`config.mk`:
```
export PLATFORM = sky130hd
export DESIGN_NAME = muldiv_unit
export DESIGN_NICKNAME = d
export VERILOG_FILES = /design/src/rtl/muldiv_unit.sv
export SDC_FILE = /design/constraint.sdc
export NUM_CORES = 1
export LEC_CHECK = 0
export BUFFER_PORTS_ARGS = -buffer_cell sky130_fd_sc_hd__buf_2
export CORE_MARGIN = 2
export CORE_UTILIZATION = 45
export CTS_CLUSTER_DIAMETER = 60
export DETAILED_ROUTE_END_ITERATION = 10
export PLACE_DENSITY_LB_ADDON = 0.1
export SLEW_MARGIN = 20
export SYNTH_ARGS = -nofsm -noshare
export SYNTH_HDL_FRONTEND = slang
export SYNTH_SLANG_ARGS = --single-unit
```
`constraint.sdc`:
```
create_clock -name clock -period 3.3 [get_ports clock]
set_clock_uncertainty 0.1 [all_clocks]
set_input_delay 0.33 -clock clock [delete_from_list [all_inputs] [get_ports clock]]
set_output_delay 0.33 -clock clock [all_outputs]
set_load 0.005 [all_outputs]
```
`src/rtl/muldiv_unit.sv`:
```
// Multi-cycle multiply/divide unit owning the HI/LO registers.
// One radix-2 shift-add or restoring-division step per cycle, then a sign-fix cycle.
module muldiv_unit #(
    parameter int XLEN  = 32,
    parameter int CNT_W = 6
) (
    input  logic            clock,
    input  logic            reset_n,
    input  logic            req_valid,
    output logic            req_ready,
    input  logic [2:0]      req_op,
    input  logic            req_unsigned,
    input  logic [XLEN-1:0] req_a,
    input  logic [XLEN-1:0] req_b,
    input  logic            flush,
    output logic            busy,
    output logic            done,
    output logic [XLEN-1:0] hi,
    output logic [XLEN-1:0] lo
);

    localparam logic [2:0] OP_MUL  = 3'd1;
    localparam logic [2:0] OP_DIV  = 3'd2;
    localparam logic [2:0] OP_MTHI = 3'd3;
    localparam logic [2:0] OP_MTLO = 3'd4;
    localparam logic [CNT_W-1:0] CNT_LAST = CNT_W'(XLEN - 1);

    typedef enum logic [1:0] {
        S_IDLE = 2'd0,
        S_CALC = 2'd1,
        S_FIX  = 2'd2
    } state_t;

    state_t              r_state;
    state_t              w_next_state;
    logic [CNT_W-1:0]    r_cnt;
    logic [2*XLEN-1:0]   r_acc;
    logic [XLEN-1:0]     r_b_mag;
    logic [XLEN-1:0]     r_a_raw;
    logic                r_is_div;
    logic                r_neg_q;
    logic                r_neg_r;
    logic                r_dz;
    logic [XLEN-1:0]     r_hi;
    logic [XLEN-1:0]     r_lo;
    logic                r_done;
    logic                r_busy;
    logic                r_ready;

    logic                w_accept;
    logic                w_start;
    logic                w_a_neg;
    logic                w_b_neg;
    logic [XLEN-1:0]     w_a_mag;
    logic [XLEN-1:0]     w_b_mag;
    logic [XLEN:0]       w_sum;
    logic [XLEN:0]       w_shift;
    logic [XLEN:0]       w_diff;
    logic [2*XLEN-1:0]   w_step;
    logic [2*XLEN-1:0]   w_prod_fix;
    logic [XLEN-1:0]     w_fix_hi;
    logic [XLEN-1:0]     w_fix_lo;
    logic [XLEN-1:0]     w_hi_next;
    logic [XLEN-1:0]     w_lo_next;

    assign w_accept = req_valid & r_ready & ~flush;
    assign w_start  = w_accept & ((req_op == OP_MUL) | (req_op == OP_DIV));
    assign w_a_neg  = ~req_unsigned & req_a[XLEN-1];
    assign w_b_neg  = ~req_unsigned & req_b[XLEN-1];
    assign w_a_mag  = w_a_neg ? (-req_a) : req_a;
    assign w_b_mag  = w_b_neg ? (-req_b) : req_b;

    // Next-state logic of the IDLE -> CALC -> FIX sequence
    always_comb begin
        w_next_state = r_state;
        case (r_state)
            S_IDLE: begin
                if (w_start) w_next_state = S_CALC;
                else         w_next_state = S_IDLE;
            end
            S_CALC: begin
                if (flush)                  w_next_state = S_IDLE;
                else if (r_cnt == CNT_LAST) w_next_state = S_FIX;
                else                        w_next_state = S_CALC;
            end
            S_FIX:   w_next_state = S_IDLE;
            default: w_next_state = S_IDLE;
        endcase
    end

    // One iteration step; r_acc holds {partial product, multiplier} or {remainder, quotient}
    always_comb begin
        w_sum   = {1'b0, r_acc[2*XLEN-1:XLEN]} + (r_acc[0] ? {1'b0, r_b_mag} : {(XLEN+1){1'b0}});
        w_shift = {r_acc[2*XLEN-1:XLEN], r_acc[XLEN-1]};
        w_diff  = w_shift - {1'b0, r_b_mag};
        w_step  = r_acc;
        if (r_is_div) begin
            // w_diff[XLEN] is the borrow: restore when the trial subtraction underflows
            if (w_diff[XLEN]) w_step = {w_shift[XLEN-1:0], r_acc[XLEN-2:0], 1'b0};
            else              w_step = {w_diff[XLEN-1:0],  r_acc[XLEN-2:0], 1'b1};
        end else begin
            w_step = {w_sum, r_acc[XLEN-1:1]};
        end
    end

    // Sign correction and divide-by-zero override applied in FIX
    always_comb begin
        w_prod_fix = r_neg_q ? (-r_acc) : r_acc;
        w_fix_hi   = w_prod_fix[2*XLEN-1:XLEN];
        w_fix_lo   = w_prod_fix[XLEN-1:0];
        if (r_is_div) begin
            if (r_dz) begin
                w_fix_hi = r_a_raw;
                w_fix_lo = {XLEN{1'b1}};
            end else begin
                w_fix_hi = r_neg_r ? (-r_acc[2*XLEN-1:XLEN]) : r_acc[2*XLEN-1:XLEN];
                w_fix_lo = r_neg_q ? (-r_acc[XLEN-1:0]) : r_acc[XLEN-1:0];
            end
        end else begin
            w_fix_hi = w_prod_fix[2*XLEN-1:XLEN];
            w_fix_lo = w_prod_fix[XLEN-1:0];
        end
    end

    // HI/LO next value: MTHI/MTLO in IDLE, result in FIX unless flushed
    always_comb begin
        w_hi_next = r_hi;
        w_lo_next = r_lo;
        case (r_state)
            S_IDLE: begin
                if (w_accept && (req_op == OP_MTHI))      w_hi_next = req_a;
                else if (w_accept && (req_op == OP_MTLO)) w_lo_next = req_a;
                else                                      w_hi_next = r_hi;
            end
            S_FIX: begin
                if (!flush) begin
                    w_hi_next = w_fix_hi;
                    w_lo_next = w_fix_lo;
                end else begin
                    w_hi_next = r_hi;
                end
            end
            default: w_hi_next = r_hi;
        endcase
    end

    // State, status flags and architectural HI/LO
    always_ff @(posedge clock or negedge reset_n) begin
        if (!reset_n) begin
            r_state <= S_IDLE;
            r_hi    <= {XLEN{1'b0}};
            r_lo    <= {XLEN{1'b0}};
            r_done  <= 1'b0;
            r_busy  <= 1'b0;
            r_ready <= 1'b1;
        end else begin
            r_state <= w_next_state;
            r_hi    <= w_hi_next;
            r_lo    <= w_lo_next;
            r_done  <= (r_state == S_FIX) & ~flush;
            r_busy  <= (w_next_state != S_IDLE);
            r_ready <= (w_next_state == S_IDLE);
        end
    end

    // Operand latch at accept and iteration datapath
    always_ff @(posedge clock or negedge reset_n) begin
        if (!reset_n) begin
            r_cnt    <= {CNT_W{1'b0}};
            r_acc    <= {(2*XLEN){1'b0}};
            r_b_mag  <= {XLEN{1'b0}};
            r_a_raw  <= {XLEN{1'b0}};
            r_is_div <= 1'b0;
            r_neg_q  <= 1'b0;
            r_neg_r  <= 1'b0;
            r_dz     <= 1'b0;
        end else if ((r_state == S_IDLE) && w_start) begin
            r_cnt    <= {CNT_W{1'b0}};
            r_acc    <= {{XLEN{1'b0}}, w_a_mag};
            r_b_mag  <= w_b_mag;
            r_a_raw  <= req_a;
            r_is_div <= (req_op == OP_DIV);
            r_neg_q  <= w_a_neg ^ w_b_neg;
            r_neg_r  <= w_a_neg;
            r_dz     <= (req_b == {XLEN{1'b0}});
        end else if (r_state == S_CALC) begin
            r_cnt <= r_cnt + {{(CNT_W-1){1'b0}}, 1'b1};
            r_acc <= w_step;
        end else begin
            r_cnt <= r_cnt;
        end
    end

    assign req_ready = r_ready;
    assign busy      = r_busy;
    assign done      = r_done;
    assign hi        = r_hi;
    assign lo        = r_lo;

endmodule

```
==> impl_metrics.yaml, run 1 <==
timing:
  maxSlewViolCount: 0
  max_freq_mhz: 309
  setup_violations: 0
  maxSlewHeadroom_pct: 28.3
  tightest_slew_ns: 1.07
  hold_viol: 0
  finalCritPeriodShare_pct: 98.2
  min_period_ns: 3.24
  whs_ns: 0.0190
  rsz0062_at_grt: "true"
synth:
  async_flop_share_pct: 100
  synth.avg_cell_area_sq_um: 7.84
  ys_ff_latch: 207
  synthDistinctLibCells: 75
  yosysWarnings: 0
  synth_cells: 2102
  ys.flop_type: "dfrtp_1"
  synth-seq-area-share_pct: 31.5
  synthesis.area_sq_um: 16500
  synth_edf_count: 0
  synth_fp_nets: 2245
global_route:
  grt_pass1_wl_um: 94000
  antenna_found_initial: 0
  grt_start_max_net_pins: 84
  overflow: 0
  grt_usage_pct: 31.4
  grt_pass1_vias: 16195
clock_tree:
  cts_root_buffer: "clkbuf_16"
  cts_tree: "done"
  cts_made_buffers: 30
  clock_latency_ns: 0.59
  htreeDepth: 1
  clock_sinks: 207
  cts_buffer_depth: 3
  clkSlewWorstSetupHoldPaths_ns: 0.05
floorplan:
  die_w_um: 195
  dieArea_sq_um: 38100
  row_count: 70
  pin_count: 139
  start_util_pct: 45.3
  core_region_area_sq_um: 36300
  die_h_um: 195
setup_path:
  r2r_end: "r_acc[48]$_DFFE_PN0P_"
  r2r-start: "r_acc[0]$_DFFE_PN0P_"
  critical_path_class: "reg2reg"
  crit_fanout: 4
  rrSetupSlack_ns: 0.06
  cp-end-kind: "flip-flop"
  cp_data_required_time_ns: 3.63
  start_kind: "flip-flop"
  r2r_cells: 12
  critPathArrivalTime_ns: 3.57
power_and_ir_drop:
  p_per_area_nw_per_um2: 896
  leakagePower_nw: 9.26
  ir_worst_vdd_uv: 419
route:
  first_pass_iters: 5
  ant_nets: 0
  num_vias: 16735
  wl_per_cell_um: 21.4
  wl_um: 60800
  via_per_inst: 5.89
  drcViolationCount: 0
  drt_iter0_markers: 1151
finish:
  post-route-util_pct: 56.2
  drive_gt1_share_pct: 18.9
  area_growth_pct: 24.1
  num_antenna_cells: 0
  fin_nets: 2493
place:
  io_buffers: 138
  hpwl_um: 44900
  gp_congestion: 0.944
min_path:
  hp-start: "req_b[25]"
  hold_path_end: "r_b_mag[25]$_DFFE_PN0P_"
  hp-class: "in2reg"
  min_path_cells: 3
status:
  status: "finished clean"
job:
  maxCapViolCount: 0
## routing by layer
layer	GRT usage, %	vias up	wire length, um
met2	51.7	598	28000
met1	41.5	8009	26200
met5	0	-	0
li1	-	8009	-
met3	3.99	119	3510
met4	13.6	0	3060
## how the worst max path moves through the flow
stage / startpoint / end / slack (ns) / depth (start not counted)
2_1_floorplan: r_acc[40]$_DFFE_PN0P_ / r_acc[32]$_DFFE_PN0P_ / 0.09 / 12
3_3_place_gp: r_acc[14]$_DFFE_PN0P_ / hi[6]$_DFFE_PN0P_ / -0.07 / 10
3_5_place_dp: r_acc[14]$_DFFE_PN0P_ / hi[6]$_DFFE_PN0P_ / -0.11 / 10
4_1_cts: r_acc[0]$_DFFE_PN0P_ / r_acc[59]$_DFFE_PN0P_ / 0.003 / 14
5_1_grt: r_acc[0]$_DFFE_PN0P_ / r_acc[60]$_DFFE_PN0P_ / -0.05 / 13
6_report: r_acc[0]$_DFFE_PN0P_ / r_acc[48]$_DFFE_PN0P_ / 0.06 / 12
## cell usage in the layout, fill, tap and decap left out, drive strengths merged, types with 9 or more instances in the layout
cell type,netlist,routed
buf,23,317
nand2,314,314
o21ai,247,247
dfrtp,206,206
nor2,142,142
a21oi,134,134
xnor2,126,126
inv,67,70
ha,69,69
xor2,67,67
mux2i,61,61
dlygate4sd3,0,46
o22ai,44,44
clkbuf,125,40
nor3,38,38
o211ai,35,35
nand3,33,33
a21o,28,28
o31ai,27,27
nand2b,26,26
and3,24,24
nor4,24,24
a22oi,22,22
or3,21,21
a211oi,18,18
nor2b,17,17
a31oi,16,16
or4,16,16
o21a,11,11
o221ai,11,11
or2,11,11
nand4,10,10
o41ai,9,9
clkinv,0,9
## logic make-up (layout without fill, tap and decap cells)
logic type | Yosys count | after routing | share of synthesized area, %
AO/OA/AOI/OAI | 656 | 656 | 24.4
flip-flops | 207 | 207 | 31.5
XOR/XNOR | 193 | 193 | 10.3
multiplexers | 65 | 65 | 3.98
buffers and inverters | 215 | 487 | 5.01
adder cells (fa/ha/maj) | 71 | 71 | 5.48
AND/OR/NAND/NOR | 695 | 695 | 19.4
## worst max-delay path, stage by stage, from the launching register on
cell and delay [ns]:
dfrtp_1 0.41, buf_4 0.15, nand2_1 0.07, inv_1 0.04
ha_1 0.29, a211oi_1 0.45, o311a_4 0.27, o32a_1 0.31
nand2b_1 0.13, a21o_1 0.19, a21oi_1 0.16, xor2_1 0.35
o221ai_1 0.18
## stage by stage
step / cells / power [mW] / cell area, sq um / setup WS [ns] / TNS [ns]
2_1_floorplan: 2102 / 10.8 / 16500 / 0.0853 / 0
3_3_place_gp: 2734 / 14.1 / 18600 / -0.0728 / -0.163
3_5_place_dp: 2734 / 14.2 / 18600 / -0.109 / -0.268
4_1_cts: 2838 / 17.8 / 20200 / 0.00252 / 0
5_1_grt: 2842 / 19.6 / 20400 / -0.0538 / -0.223
6_report: 2842 / 18.3 / 20400 / 0.0593 / 0
## area by class of cell
type / instances / area (sq um)
clock buffer: 39 / 825
timing repair buffer: 364 / 2630
sequential: 207 / 5190
clock inverter: 17 / 228
inverter: 67 / 251
multi-input combinational: 1680 / 10700
tap: 468 / 586
fill: 3428 / 15900
## repair_timing
action                                  CTS  global route
hold endpoints to repair                106             0
buffers inserted                          2             3
pin swaps                                 4            13
hold buffers                             46             0
endpoints found under the setup margin   14            30
cloned                                    0             1
gates resized for setup                   4            44
## power by group
part	total (mW)	switching, mW	internal [mW]
registers	4.15	0.782	3.36
clock network	3.43	1.34	2.09
logic	10.7	5.90	4.84
total	18.3	8.02	10.3
## Yosys cell counts, types with 28 or more instances
master / n / area (sq um)
xor2_1: 67 / 587
a21o_1: 28 / 210
mux2i_1: 61 / 611
nand3_1: 33 / 165
o211ai_1: 35 / 263
clkbuf_1: 125 / 469
nor3_1: 38 / 190
nand2_1: 314 / 1180
a21oi_1: 134 / 671
dfrtp_1: 206 / 5150
nor2_1: 142 / 533
o22ai_1: 44 / 275
ha_1: 69 / 863
xnor2_1: 126 / 1100
inv_1: 67 / 251
o21ai_0: 224 / 1120
## registers in the layout, summed over array words and instances (netlist names), 2 cells and up
signal / cells
lo: 32
r_acc: 64
r_a_raw: 32
r_state: 2
r_cnt: 6
hi: 32
r_b_mag: 32
(Power assumes the default switching activity.)
==> run 2: changes to the inputs <==
==> constraint.sdc (replaced) <==
create_clock -name clock -period 3.7 [get_ports clock]
set_clock_uncertainty 0.1 [all_clocks]
set_input_delay 0.37 -clock clock [delete_from_list [all_inputs] [get_ports clock]]
set_output_delay 0.37 -clock clock [all_outputs]
set_load 0.005 [all_outputs]
==> run 2 against run 1 <==
First-iteration DRC count shrank 0.43%. Sequential power shrank 8.0%. Sequential share of layout area grew 1.9 points. Setup slack gained 0.15 ns. Critical path type unchanged. Final cell count shrank 4.5%. Non-clock buffer count shrank 126. Critical path depth shrank 3.
==> impl_metrics.yaml, run 2 (synthesized netlist as in run 1, its figures left out) <==
timing:
  hold_viol: 0
  tightest_slew_ns: 0.979
  fin_tns_setup_ns: 0
  min_period_ns: 3.50
  maxSlewViolCount: 0
  rsz0062_at_grt: "false"
  maxSlewHeadroom_pct: 34.5
  max_freq_mhz: 286
  setup_violations: 0
  whs_ns: 0.0205
  finalCritPeriodShare_pct: 94.5
global_route:
  met3_usage_pct: 3.68
  use_met1_pct: 40.9
  grt_pass1_vias: 15607
  grt_start_max_net_pins: 88
  grt_usage_pct: 30.3
  grt_pass1_wl_um: 91100
  gr-usage-met2_pct: 48.4
  antenna_found_initial: 0
  overflow: 0
  busiest_layer: "met2"
power_and_ir_drop:
  ir_worst_vdd_uv: 435
  sw_frac_of_total_pct: 44.7
  leakagePower_nw: 8.58
  comb_power_share_pct: 55.7
  p_per_area_nw_per_um2: 801
  power.switching_mw: 6.81
  pwr-share-clk_pct: 19.3
  pwr-share-seq_pct: 25.1
  intPower_mw: 8.44
finish:
  stdcell_count: 2713
  num_antenna_cells: 0
  post-route-util_pct: 52.4
  area_growth_pct: 15.6
  layout_common_cells: "nand2_1, o21ai_0, dfrtp_1"
  multiInputGateArea_sq_um: 10500
  nFillCells: 3544
  final-seq-area_sq_um: 5190
  largest_register_ffs: 64
  layout_commonest_cell: "nand2_1"
  fin_nets: 2366
  largest_register: "r_acc"
  drive_gt1_share_pct: 14.2
min_path:
  hp-class: "in2reg"
  hp-start: "req_b[30]"
  hold_path_end: "r_b_mag[30]$_DFFE_PN0P_"
  min_path_cells: 3
route:
  via_per_inst: 5.99
  wl_um: 57800
  first_pass_iters: 8
  ant_nets: 0
  drcViolationCount: 0
  drt_iter0_markers: 1146
  wl_per_cell_um: 21.3
  num_vias: 16258
setup_path:
  cp-end-kind: "flip-flop"
  critPathArrivalTime_ns: 3.83
  critical_path_class: "reg2reg"
  crit_fanout: 6
  rrSetupSlack_ns: 0.20
  start_kind: "flip-flop"
  r2r-start: "r_acc[14]$_DFFE_PN0P_"
  r2r_cells: 9
  r2r_end: "hi[6]$_DFFE_PN0P_"
  cp_data_required_time_ns: 4.03
clock_tree:
  cts_made_buffers: 29
  cts_buffer_depth: 3
  clock_sinks: 207
  clkSlewWorstSetupHoldPaths_ns: 0.06
  cts_root_buffer: "clkbuf_16"
  clock_latency_ns: 0.57
  htreeDepth: 1
  cts_tree: "done"
  post_cts_buffers: 0
floorplan:
  start_util_pct: 45.3
  die_h_um: 195
  row_count: 70
  die_w_um: 195
  core_region_area_sq_um: 36300
  dieArea_sq_um: 38100
  pin_count: 139
place:
  dpl.cell_count: 2652
  io_buffers: 138
  hpwl_um: 43200
  gp_congestion: 0.945
status:
  status: "finished clean"
job:
  maxCapViolCount: 0
-- run 2: cell count changes in the layout (fill, tap and decap cells not counted), moves of 4 or more --
cell           delta
a21oi_1           +6
a21oi_2           -5
buf_12            -4
buf_4            -82
dlygate4sd3_1    -38
ha_1              +7
ha_4              -6
inv_1             +6
inv_2             -6
o21ai_0           +4
-- run 2: how the worst max path moves through the flow --
| stage | startpoint | to | cells past startpoint |
|---|---|---|---|
| finish | r_acc[14]$_DFFE_PN0P_ | hi[6]$_DFFE_PN0P_ | 9 |
| global route | r_acc[37]$_DFFE_PN0P_ | r_acc[63]$_DFFE_PN0P_ | 10 |
| CTS | r_acc[14]$_DFFE_PN0P_ | hi[6]$_DFFE_PN0P_ | 9 |
| detailed placement | r_acc[14]$_DFFE_PN0P_ | hi[6]$_DFFE_PN0P_ | 9 |
| global placement | r_acc[14]$_DFFE_PN0P_ | hi[6]$_DFFE_PN0P_ | 9 |
| floorplan | r_acc[40]$_DFFE_PN0P_ | r_acc[32]$_DFFE_PN0P_ | 12 |
-- run 2: metal layers --
| layer | share of wire [%] | up-vias |
|---|---|---|
| li1 | - | 7752 |
| met5 | 0 | - |
| met1 | 44 | 7780 |
| met3 | 6.0 | 128 |
| met2 | 45 | 598 |
| met4 | 5.1 | 0 |
-- run 2: critical path, cell delays in order (launching register included) --
cell,delay [ns]
dfrtp_1,0.44
or4_4,0.56
or4b_4,0.54
or3_4,0.38
o41ai_1,0.55
buf_4,0.22
xor2_1,0.14
nor2_1,0.05
a211oi_1,0.27
o21ai_1,0.11
-- run 2: stage by stage --
step | worst slack [ns] | cell area (sq um) | total power [mW]
2_1_floorplan | 0.485 | 16500 | 9.59
3_3_place_gp | 0.199 | 18000 | 12.1
3_5_place_dp | 0.193 | 18000 | 12.2
4_1_cts | 0.183 | 19000 | 15.2
5_1_grt | 0.0135 | 19000 | 16.4
6_report | 0.205 | 19000 | 15.2
-- run 2: final cells by class --
class	instances	area share, %
inverters	67	1.32
clock buffers	37	4.13
multi-input cells	1680	55.1
well taps	468	3.08
flip-flops and latches	207	27.2
clock inverters	16	1.10
repair buffers	238	7.99
-- run 2: power by group through the flow --
stage	sequential (mW)	combinational [mW]	clock, mW
finish	3.82	8.49	2.94
global route	3.91	9.40	3.08
CTS	3.79	8.39	2.98
detailed placement	3.83	8.36	0
global placement	3.80	8.29	0
floorplan	3.54	6.05	0
-- run 2: repair_timing --
item / CTS / global route
setup endpoints to repair: 0 / 1
hold endpoints to repair: 87 / 0
hold buffers: 8 / 0
resized for setup: 0 / 1
